`config.mk`:
```
export PLATFORM = sky130hd
export DESIGN_NAME = if_fetch
export DESIGN_NICKNAME = d
export VERILOG_FILES = /design/src/rtl/if_fetch_pkg.sv /design/src/rtl/if_fifo.sv /design/src/rtl/if_fetch.sv
export SDC_FILE = /design/constraint.sdc
export NUM_CORES = 1
export LEC_CHECK = 0
export ABC_AREA = 1
export CAP_MARGIN = 20
export CORE_ASPECT_RATIO = 0.6
export CORE_MARGIN = 2
export CORE_UTILIZATION = 55
export DETAILED_ROUTE_END_ITERATION = 12
export PLACE_DENSITY = 0.92
export SLEW_MARGIN = 20
export SYNTH_ARGS = -nofsm -noshare
export SYNTH_HDL_FRONTEND = slang
export SYNTH_HIERARCHICAL = 1
export SYNTH_SLANG_ARGS = --single-unit
```
`constraint.sdc`:
```
create_clock -name clk -period 12.7 [get_ports clk]
set_input_delay 2.54 -clock clk [delete_from_list [all_inputs] [get_ports clk]]
set_output_delay 2.54 -clock clk [all_outputs]
set_load 0.005 [all_outputs]
```
`src/rtl/if_fetch_pkg.sv`:
```
// rtl/if_fetch_pkg.sv - shared fetch-stage types and constants
package if_fetch_pkg;

  typedef enum logic [1:0] {
    ST_IDLE = 2'd0,
    ST_REQ  = 2'd1,
    ST_WAIT = 2'd2
  } fetch_state_t;

  localparam logic [31:0] RESET_PC = 32'h0000_3000;

  // 65-bit instruction-buffer entry
  typedef struct packed {
    logic [31:0] instr;
    logic [31:0] pc;
    logic        fault;
  } fetch_entry_t;

endpackage

```
`src/rtl/if_fifo.sv`:
```
// rtl/if_fifo.sv - instruction buffer FIFO, DEPTH entries, clear empties it in one cycle
module if_fifo
  import if_fetch_pkg::*;
#(
  parameter int DEPTH = 2,
  localparam int CW = $clog2(DEPTH + 1)
) (
  input  logic          clk,
  input  logic          rst,
  input  logic          clr,
  input  logic          push,
  input  fetch_entry_t  wdata,
  input  logic          pop,
  output fetch_entry_t  rdata,
  output logic [CW-1:0] count
);

  localparam int PW = (DEPTH > 1) ? $clog2(DEPTH) : 1;

  fetch_entry_t   mem [DEPTH];
  logic [PW-1:0]  rd_ptr;
  logic [PW-1:0]  wr_ptr;

  // pointers wrap at DEPTH, which need not be a power of two
  function automatic logic [PW-1:0] bump(input logic [PW-1:0] p);
    return (p == PW'(DEPTH - 1)) ? '0 : p + 1'b1;
  endfunction

  always_ff @(posedge clk) begin
    if (rst || clr) begin
      rd_ptr <= '0;
      wr_ptr <= '0;
      count  <= '0;
    end else begin
      if (push) wr_ptr <= bump(wr_ptr);
      if (pop)  rd_ptr <= bump(rd_ptr);
      if (push && !pop)      count <= count + 1'b1;
      else if (pop && !push) count <= count - 1'b1;
    end
  end

  always_ff @(posedge clk) begin
    if (push && !clr && !rst) mem[wr_ptr] <= wdata;
  end

  assign rdata = mem[rd_ptr];

endmodule

```
`src/rtl/if_fetch.sv`:
```
// rtl/if_fetch.sv - instruction fetch: one outstanding imem read feeding a decode buffer
module if_fetch
  import if_fetch_pkg::*;
#(
  parameter int DEPTH = 2
) (
  input  logic        clk,
  input  logic        rst,
  input  logic [31:0] addr_i,
  input  logic        addr_valid_i,
  output logic        addr_ready_o,
  input  logic        flush_i,
  output logic        imem_req_o,
  output logic [31:0] imem_addr_o,
  input  logic        imem_gnt_i,
  input  logic        imem_rvalid_i,
  input  logic [31:0] imem_rdata_i,
  output logic [31:0] instr_o,
  output logic [31:0] instr_pc_o,
  output logic        instr_fault_o,
  output logic        instr_valid_o,
  input  logic        instr_ready_i
);

  localparam int CW = $clog2(DEPTH + 1);
  localparam logic [CW-1:0] FULL = CW'(DEPTH);

  fetch_state_t  state, state_nx;
  logic [31:0]   addr_q;
  logic          discard_q, discard_nx;
  logic [CW-1:0] count;
  fetch_entry_t  head, push_data;
  logic          push, pop, accept, aligned;

  always_comb begin
    addr_ready_o  = !rst && (state == ST_IDLE) && !flush_i && (count < FULL);
    accept        = addr_valid_i && addr_ready_o;
    aligned       = (addr_i[1:0] == 2'b00);
    instr_valid_o = !rst && (count != '0);
    pop           = instr_valid_o && instr_ready_i && !flush_i;
    state_nx      = state;
    discard_nx    = discard_q;
    push          = 1'b0;
    push_data     = '0;
    case (state)
      ST_IDLE: begin
        if (accept) begin
          if (aligned) begin
            state_nx = ST_REQ;
          end else begin
            push            = 1'b1;
            push_data.pc    = addr_i;
            push_data.fault = 1'b1;
          end
        end
      end
      // a flushed request still has to complete its grant; only its response is dropped
      ST_REQ: begin
        if (flush_i)    discard_nx = 1'b1;
        if (imem_gnt_i) state_nx   = ST_WAIT;
      end
      ST_WAIT: begin
        if (imem_rvalid_i) begin
          state_nx   = ST_IDLE;
          discard_nx = 1'b0;
          if (!discard_q && !flush_i) begin
            push            = 1'b1;
            push_data.instr = imem_rdata_i;
            push_data.pc    = addr_q;
          end
        end else if (flush_i) begin
          discard_nx = 1'b1;
        end
      end
      default: state_nx = ST_IDLE;
    endcase
  end

  always_ff @(posedge clk) begin
    if (rst) begin
      state     <= ST_IDLE;
      discard_q <= 1'b0;
      addr_q    <= '0;
    end else begin
      state     <= state_nx;
      discard_q <= discard_nx;
      if (accept && aligned) addr_q <= addr_i;
    end
  end

  if_fifo #(.DEPTH(DEPTH)) u_fifo (
    .clk   (clk),
    .rst   (rst),
    .clr   (flush_i),
    .push  (push),
    .wdata (push_data),
    .pop   (pop),
    .rdata (head),
    .count (count)
  );

  assign imem_req_o    = !rst && (state == ST_REQ);
  assign imem_addr_o   = imem_req_o ? addr_q : '0;
  assign instr_o       = instr_valid_o ? head.instr : '0;
  assign instr_pc_o    = instr_valid_o ? head.pc : '0;
  assign instr_fault_o = instr_valid_o && head.fault;

endmodule

```
==> results.toml, run 1 <==
[run_status]
run_status = "completed"

[timing]
min_period_ns = 7.81
fin_tns_setup_ns = 0
tightest_slew_ns = 1.09
setup_ws_ns = 4.89
worst_clock_skew_ns = 0.0113
drv_slew = 0
hold_viol_final = 0
setup_viol = 0
slew_headroom_pct = 27.5
fmax_mhz = 128
period_share_pct = 61.5
rsz0062_at_grt = "no"

[clock_tree]
clkTransAtPathRegs_ns = 0.06
clk_latency_ns = 0.41
cts_resized = 0
clock_sinks = 170
cts_buffers = 17
h-tree-depth = 4
hold_buffers = 0
cts_root_buf = "clkbuf_16"
post-cts-setup-buffers = 0
cts_tree = "yes"
clk_path_buf_depth = 2

[drt]
totalWireLength_um = 16900
viasPerCell = 4.97
vias = 5481
top_layer = "met4"
postRouteAntennaNets = 0
remaining_drc_errors = 0
first_iter_violations = 408
m1WireLength_um = 7410
first_pass_iters = 4
routedWlPerCell_um = 15.3
met2_length_um = 8120
dr_wl_met3_um = 1170

[synth]
ys_warn_count = 6
synth_edf_count = 130
synth_simple_gate_area_share_pct = 8.54
synth_top_area_share_pct = 48.2
seq_area_frac_synth_pct = 58.0
synth_top_family_by_area = "buffers and inverters"
syn_area_um2 = 8110
syn-mean-instance-area_um2 = 11.1
synth_flop_cell = "edfxtp_1"
synth_nets = 808
synth_xor_area_share_pct = 0.108
synth_compound_area_share_pct = 9.23
synth_top_cell_by_area = "edfxtp_1"
synthCells = 731
synth_mux_area_share_pct = 11.3
synth_async_sr_flop_share_pct = 0
synth.area.top_cells = "edfxtp_1, dfxtp_1, mux2_4"
synthAdderAreaFrac_pct = 0.926
ys_seq_elements = 170
ys_types = 30

[place]
portBuffers = 170
gp_congestion = 0.820
placed_cell_area_um2 = 9870
hpwl_um = 11100
place_worst_setup_slack_ns = 4.66

[pwr]
vdd_ir_drop_max_mv = 0.0743
p_per_area_nw_per_um2 = 119
leakagePower_nw = 4.05

[min_path]
hp-class = "flip-flop to flip-flop"
whs_path_depth = 2
whs_endpoint = "u_fifo/wr_ptr"
holdCritStartpoint = "u_fifo/wr_ptr"

[floorplanning]
dieArea_um2 = 15800
die_h_um = 98.0
rows = 34
start_util_pct = 56.0
ios = 171
core_area_um2 = 14500
die_w_um = 161

[critical_path]
path_max_fanout = 46
crit_buf_inv = 5
cp_slowest_cell = "clkdlybuf4s50_1"
reg2reg_from = "state[0]"
cp_cell_sequence = "clkdlybuf4s50_1 > clkinv_1 > buf_16 > o21ai_4 > buf_4 > nor2_1 > clkdlybuf4s50_1"
crit_path_end_kind = "primary output"
crit_top_cell = "clkdlybuf4s50_1"
crit_family = "buffers and inverters"
r2r_end = "u_fifo/mem[0][34]"
reg2reg_depth = 7
required_ns = 10.16
critical-path-max-stage-delay_ns = 0.61
r2r_slack_ns = 9.48
criticalPathCategory = "input pin to primary output"
crit_start = "rst"
crit_arrival_ns = 5.27
start_kind = "input pin"

[cells_and_area]
diodes = 0
synthToLayoutAreaGrowth_pct = 29.7
drive_above_1_share_pct = 17.1
fin_area_um2 = 10500
finish.utilization_pct = 72.7
finalNetCount = 968

[global_route]
grt_pass1_vias = 5513
grt.total_usage_pct = 21.9
grt_pass1_wl_um = 27100
grt-ovfl-total = 0
grt_max_degree = 66
antenna_found_initial = 0

[run]
maxCapViolCount = 0
==> synth_stat cells (7+ instances only) <==
master / count
a21oi_2: 28
buf_2: 13
buf_4: 7
buf_6: 12
dfxtp_1: 40
edfxtp_1: 130
inv_1: 182
mux2_2: 15
mux2_4: 50
nand2_1: 17
nor2_1: 138
o21ai_1: 29
o22ai_1: 18
o22ai_2: 14
==> state kept, by name (all words and copies together), names as in the netlist, named ones only <==
signal and count:
addr_q 32, discard_q 1, state 2, u_fifo/count 2, u_fifo/mem 130, u_fifo/rd_ptr 1
u_fifo/wr_ptr 1
==> logic make-up (layout without fill, tap and decap cells) <==
kind of cell	after synthesis	count (layout)
AOI/OAI and AO/OA	100	100
muxes	65	65
buffers and inverters	220	393
DFF	170	170
xor gates and xnor gates	1	1
and+or+nand+nor	169	169
adders and majority gates	6	6
==> per-stage QoR <==
stage          total power [W]  cells  hold WS [ns]
6_report               0.00126   1102         0.469
5_1_grt                0.00130   1102         0.481
3_5_place_dp          0.000743   1068         0.461
4_1_cts                0.00126   1100         0.470
2_1_floorplan         0.000691    731         0.442
3_3_place_gp          0.000738   1068         0.454
==> layout by cell type (no fill, tap or decap), types with 4 or more instances in the layout <==
cell type | netlist | layout
mux2_4 | 50 | 50
inv_1 | 182 | 181
o21ai_0 | 4 | 4
clkbuf_16 | 0 | 17
mux2_2 | 15 | 15
a21oi_1 | 5 | 5
buf_4 | 7 | 5
o22ai_1 | 18 | 18
o22ai_2 | 14 | 14
a21oi_2 | 28 | 28
nand2_1 | 17 | 17
edfxtp_1 | 130 | 130
clkdlybuf4s50_1 | 0 | 170
nor2_1 | 138 | 137
ha_1 | 6 | 6
dfxtp_1 | 40 | 39
o21ai_1 | 29 | 28
==> worst reg2reg max path, cell delays in order (launching register included) <==
cell and delay [ns]:
dfxtp_1 0.33, inv_1 0.13, ha_1 0.27, nand3_4 0.70
nand2_1 0.41, nand2_1 0.16, nor2_4 0.12, buf_4 0.70
==> worst max path at each step <==
stage | slack, ns | end | cells after the start
final | 4.89 | instr_o[2] | 7
after global placement | 4.76 | instr_o[21] | 6
after global routing | 4.72 | instr_pc_o[21] | 7
after floorplan | 4.39 | u_fifo/mem[1][0] | 8
after detailed placement | 4.66 | instr_pc_o[21] | 6
after CTS | 4.65 | instr_pc_o[21] | 6
==> report_power, final <==
part / total (W) / switching, W / internal (W) / leakage, nW
combinational: 0.000123 / 0.0000667 / 0.0000563 / 2.34
clock: 0.000522 / 0.000209 / 0.000313 / 0.284
sequential: 0.000611 / 0.00000519 / 0.000606 / 1.42
==> metal layers <==
layer / GRT usage [%] / up-vias
met5: 0 / -
met4: 6.32 / 0
met3: 5.01 / 24
met2: 37.2 / 211
met1: 28.6 / 2567
li1: - / 2679
==> layout make-up <==
cell class / count / area (um^2)
Fill cell: 954 / 3950
Sequential cell: 170 / 4710
Inverter: 184 / 691
Multi-Input combinational cell: 341 / 2480
Tap cell: 198 / 248
Timing Repair Buffer: 177 / 1790
Clock buffer: 20 / 437
Clock inverter: 12 / 163
No activity file was read; power rests on OpenSTA's default activity.
==> inputs of run 2 (changes only) <==
- CORE_UTILIZATION: 55 -> 51
- PLACE_DENSITY: 0.92 -> 0.87
- clock period: 12.7 -> 7.85 ns (I/O delays scaled with it)
==> results.toml, run 2 (synthesis gave the netlist of run 1 again) <==
[timing]
rsz0062_at_grt = "no"
hold_viol_final = 0
setup_ws_ns = 2.26
min_period_ns = 5.59
fin_tns_setup_ns = 0
drv_slew = 0
slew_headroom_pct = 28.6
tightest_slew_ns = 1.07
fmax_mhz = 179
period_share_pct = 71.2
setup_viol = 0
fin_hold_ws_ns = 0.480
worst_clock_skew_ns = 0.0112

[critical_path]
reg2reg_from = "state[0]"
crit_family = "buffers and inverters"
cp_slowest_cell = "clkdlybuf4s50_1"
start_kind = "input pin"
crit_arrival_ns = 4.02
crit_buf_inv = 5
required_ns = 6.28
critical-path-max-stage-delay_ns = 0.62
crit_path_end_kind = "primary output"
r2r_slack_ns = 4.43
criticalPathCategory = "input pin to primary output"
r2r_end = "u_fifo/mem[1][28]"
cp_cell_sequence = "clkdlybuf4s50_1 > inv_1 > buf_4 > o21ai_4 > buf_4 > nor2_1 > clkdlybuf4s50_1"
path_max_fanout = 45
reg2reg_depth = 7

[clock_tree]
cts_tree = "yes"
clock_sinks = 170
cts_buffers = 17
clk_latency_ns = 0.41
clkTransAtPathRegs_ns = 0.07
h-tree-depth = 4
cts_root_buf = "clkbuf_16"
post-cts-setup-buffers = 0
clk_path_buf_depth = 2
hold_buffers = 0
cts_resized = 0

[cells_and_area]
finalNetCount = 968
largest_register_ffs = 130
drive_above_1_share_pct = 17.1
regMostFlops = "u_fifo/mem"
final_common_cell = "inv_1"
diodes = 0
layout_common_cells = "inv_1, clkdlybuf4s50_1, nor2_1"
largestRegisters = "u_fifo/mem x130, addr_q x32"
synthToLayoutAreaGrowth_pct = 29.2

[global_route]
grt_pass1_vias = 5320
grt_max_degree = 66
grt.total_usage_pct = 20.3
grt-ovfl-total = 0
busiest_layer = "met2"
grt.met2_usage_pct = 33.7
antenna_found_initial = 0
use_met3_pct = 4.96
grt_pass1_wl_um = 26800
met1_usage_pct = 27.4

[pwr]
vdd_ir_drop_max_mv = 0.143
p_per_area_nw_per_um2 = 186
p_total_w = 0.00195
leakagePower_nw = 4.03

[place]
place_worst_setup_slack_ns = 2.26
hpwl_um = 10900
portBuffers = 170
gp_congestion = 0.792

[floorplanning]
rows = 35
dieArea_um2 = 17000
die_w_um = 167
die_h_um = 102
core_area_um2 = 15500
start_util_pct = 52.4
ios = 171

[drt]
totalWireLength_um = 17100
viasPerCell = 4.90
first_pass_iters = 5
remaining_drc_errors = 0
first_iter_violations = 280
vias = 5423
postRouteAntennaNets = 0
routedWlPerCell_um = 15.4

[min_path]
hp-class = "flip-flop to flip-flop"
whs_endpoint = "u_fifo/wr_ptr"
holdCritStartpoint = "u_fifo/wr_ptr"
whs_path_depth = 2

[run_status]
run_status = "completed"

[run]
maxCapViolCount = 0
-- run 2: cell count changes in the layout (fill, tap and decap cells not counted), sizes merged --
cell	previous run	this run
clkbuf	20	17
clkinv	1	7
bufinv	3	0
clkinvlp	3	5
inv	189	187
-- run 2: how the worst max path moves through the flow --
stage / cells after the start / from / end
final: 7 / rst / instr_pc_o[11]
after floorplan: 8 / flush_i / u_fifo/mem[1][0]
after CTS: 7 / rst / instr_pc_o[11]
after global placement: 7 / rst / imem_addr_o[28]
after global routing: 7 / rst / imem_addr_o[29]
after detailed placement: 7 / rst / instr_pc_o[11]
-- run 2: cell type report --
type | instances | area (um^2)
timing repair buffer | 177 | 1790
multi-input combinational | 341 | 2490
fill | 1144 | 4990
tap | 203 | 254
inverter | 184 | 691
clock buffer | 17 | 425
clock inverter | 15 | 120
sequential | 170 | 4710
-- run 2: report_power, final --
group | total (W) | internal [W] | switching, W
registers | 0.000988 | 0.000980 | 0.00000799
logic | 0.000200 | 0.0000912 | 0.000109
clock network | 0.000759 | 0.000409 | 0.000350
-- run 2: per-stage QoR --
step / utilization, % / instances / instance area, um^2
after detailed placement: 64.0 / 1074 / 9890
after global placement: 64.0 / 1074 / 9890
final: 67.7 / 1107 / 10500
after global routing: 67.7 / 1107 / 10500
after CTS: 67.5 / 1106 / 10400
after floorplan: - / 731 / 8110
-- run 2: worst min-delay path, cell delays in order, from the launching register on --
cell and delay [ns]:
dfxtp_1 0.31, nand2_1 0.06, a21oi_1 0.06
-- run 2: layer usage --
metal / wire, um / vias up
met4: 118 / 0
met1: 8020 / 2536
met2: 7880 / 207
met3: 1060 / 14
met5: 0 / -
li1: - / 2666
==> RTL edit, RTL diff (settings of run 2) <==
Encoding of `fetch_state_t`: now one-hot (3 bits for 3 states).
--- a/src/rtl/if_fetch_pkg.sv
+++ b/src/rtl/if_fetch_pkg.sv
@@ -3,6 +3,6 @@
 
-  typedef enum logic [1:0] {
-    ST_IDLE = 2'd0,
-    ST_REQ  = 2'd1,
-    ST_WAIT = 2'd2
+  typedef enum logic [2:0] {
+    ST_IDLE = 3'b001,
+    ST_REQ  = 3'b010,
+    ST_WAIT = 3'b100
   } fetch_state_t;
Function: no difference found for any inputs over 4 cycles, from zero or initial values and one cycle with rst high; so few cycles prove little.
==> RTL edit against run 2 <==
Worst hold slack worse by 0.011 ns. Worst setup slack worse by 0.13 ns. Wire length rose by 1.0%. Sequential cell count rose by 1. Total power grew 3.0%. Largest cell class unchanged. Via count increased by 4.1%. Critical endpoint is now instr_o[17]. Area after synthesis is 1.2% lower. Design area is essentially flat. First-iteration DRC count rose by 25%.
==> RTL edit: results (changes against run 2) <==
outcome:
  status: "completed"  # unchanged
timing:
  hold_slack_ns: 0.469  # was 0.480 ns
  finalCritPeriodShare: 0.729  # was 0.712
  worst_slew_pin_slew_ns: 0.809  # was 1.07 ns
  fin_skew_ns: 0.0119  # was 0.0112 ns
clock_tree:
  clk_latency_ns: 0.41  # about the same
  cts.htree.levels: 4  # unchanged
  cts_root_buf: "clkbuf_16"  # unchanged
logic_synthesis:
  synth-edff-count: 130  # unchanged
  synth-async-reset-ratio: 0  # unchanged
  synth_commonest_cells: "204 x nor2_1, 147 x inv_1, 130 x edfxtp_1, 106 x nand2_1, 50 x mux2_4"  # was 182 x inv_1, 138 x nor2_1, 130 x edfxtp_1, 50 x mux2_4, 40 x dfxtp_1
  syn_nets: 867  # was 808
  synth_cells: 795  # was 731
  ys_top_cells_by_area: "edfxtp_1 49%, dfxtp_1 10%, nor2_1 9.6%"  # was edfxtp_1 48%, dfxtp_1 9.9%, mux2_4 9.3%
  yosysSeqAreaShare: 0.590  # was 0.580
  synth_cell_types: 29  # was 30
critical_path:
  cp_max_fo: 38  # was 45
  rrSetupSlack_ns: 4.71  # was 4.43 ns
  cpPeakStageDelay_ns: 0.59  # was 0.62 ns
  critPathSlowestCell: "inv_2"  # was clkdlybuf4s50_1
pwr:
  p_leak_nw: 4.35  # was 4.03 nW
  p_sw_uw: 408  # was 467 uW
  peakVddDrop_uv: 132  # was 143 uV
routing:
  routed_via_density: 4.82  # was 4.90
  wl_um: 17300  # was 17,100 um
  first_pass_iters: 5  # unchanged
  num_vias: 5645  # was 5,423
  drt-initial-drc-count: 351  # was 280
global_route:
  grt_pass1_wl_um: 26700  # was 26,800 um
  grt_pass1_vias: 5386  # was 5,320
  grt.total_usage: 0.205  # was 0.203
  grt_start_max_net_pins: 66  # unchanged
placement:
  gp_congestion: 0.777  # was 0.792
  dpl_cell_area_um2: 9790  # was 9890 um^2
  dp_hpwl_um: 11200  # was 10,900 um
  dp_cells: 1137  # was 1,074
  place_ws_ns: 2.14  # was 2.26 ns
  port_buffers: 170  # unchanged
layout:
  fill_cells: 1110  # was 1,144
  layout-drive-gt1-share: 0.124  # was 0.171
  fin_nets: 1026  # was 968
  top_regs: "u_fifo/mem (130), addr_q (32), state (3)"  # was u_fifo/mem (130), addr_q (32)
hold_path:
  hold_class: "reg2reg"  # unchanged
RTL edit: cell types whose count changed after synthesis, moves of 3 or more:
cell / run 2 / this run
a21oi_2: 28 / 0
inv_2: 2 / 5
ha_1: 6 / 1
nor2_1: 138 / 204
o22ai_1: 18 / 2
nand2_1: 17 / 106
buf_2: 13 / 17
inv_1: 182 / 147
o22ai_2: 14 / 0
buf_4: 7 / 1
RTL edit: area by class of cell:
cell class,instances,area [um^2],share of cell area
repair buffers,176,1770,0.169
clock inverters,15,234,0.0223
well taps,203,254,0.0242
clock buffers,17,425,0.0406
inverters,152,571,0.0545
multi-input cells,436,2500,0.238
flip-flops and latches,171,4730,0.451
RTL edit: logic make-up (layout without fill, tap and decap cells):
kind of cell / Yosys count / after routing / synth area share
and+or+nand+nor: 329 / 329 / 0.165
buffers and inverters: 188 / 360 / 0.102
DFF: 171 / 171 / 0.590
muxes: 65 / 65 / 0.115
AOI/OAI and AO/OA: 40 / 40 / 0.0255
adders and majority gates: 1 / 1 / 0.00156
xor gates and xnor gates: 1 / 1 / 0.00109
RTL edit: worst register-to-register path: stages (launching register included):
cell	delay (ns)
dfxtp_1	0.38
inv_2	0.08
nor2_2	0.09
nand2_2	0.10
nor2_8	0.13
nand2_4	0.09
nor2_8	0.42
inv_2	0.05
nand2_1	0.12
nand2_1	0.12
nor2_4	0.51
buf_4	0.65
RTL edit: power by group through the flow:
stage	Sequential [mW]	Combinational, mW	Clock [mW]
final	0.974	0.107	0.925
after global routing	0.975	0.117	0.971
after CTS	0.975	0.107	0.940
after detailed placement	0.995	0.106	0
after global placement	0.994	0.103	0
after floorplan	0.994	0.0483	0
RTL edit: final timing paths:
kind                   from               end  cells past startpoint
setup / recovery        rst       instr_o[17]                      6
hold / removal    addr_q[0]         addr_q[0]                      2
setup reg to reg   state[0]  u_fifo/mem[0][1]                     11
hold reg to reg   addr_q[0]         addr_q[0]                      2
RTL edit: layer usage:
| layer | part of all wire | track usage |
|---|---|---|
| met1 | 0.46 | 0.268 |
| met2 | 0.47 | 0.353 |
| met3 | 0.064 | 0.0487 |
| met4 | 0.0052 | 0.0462 |
| met5 | 0 | 0 |
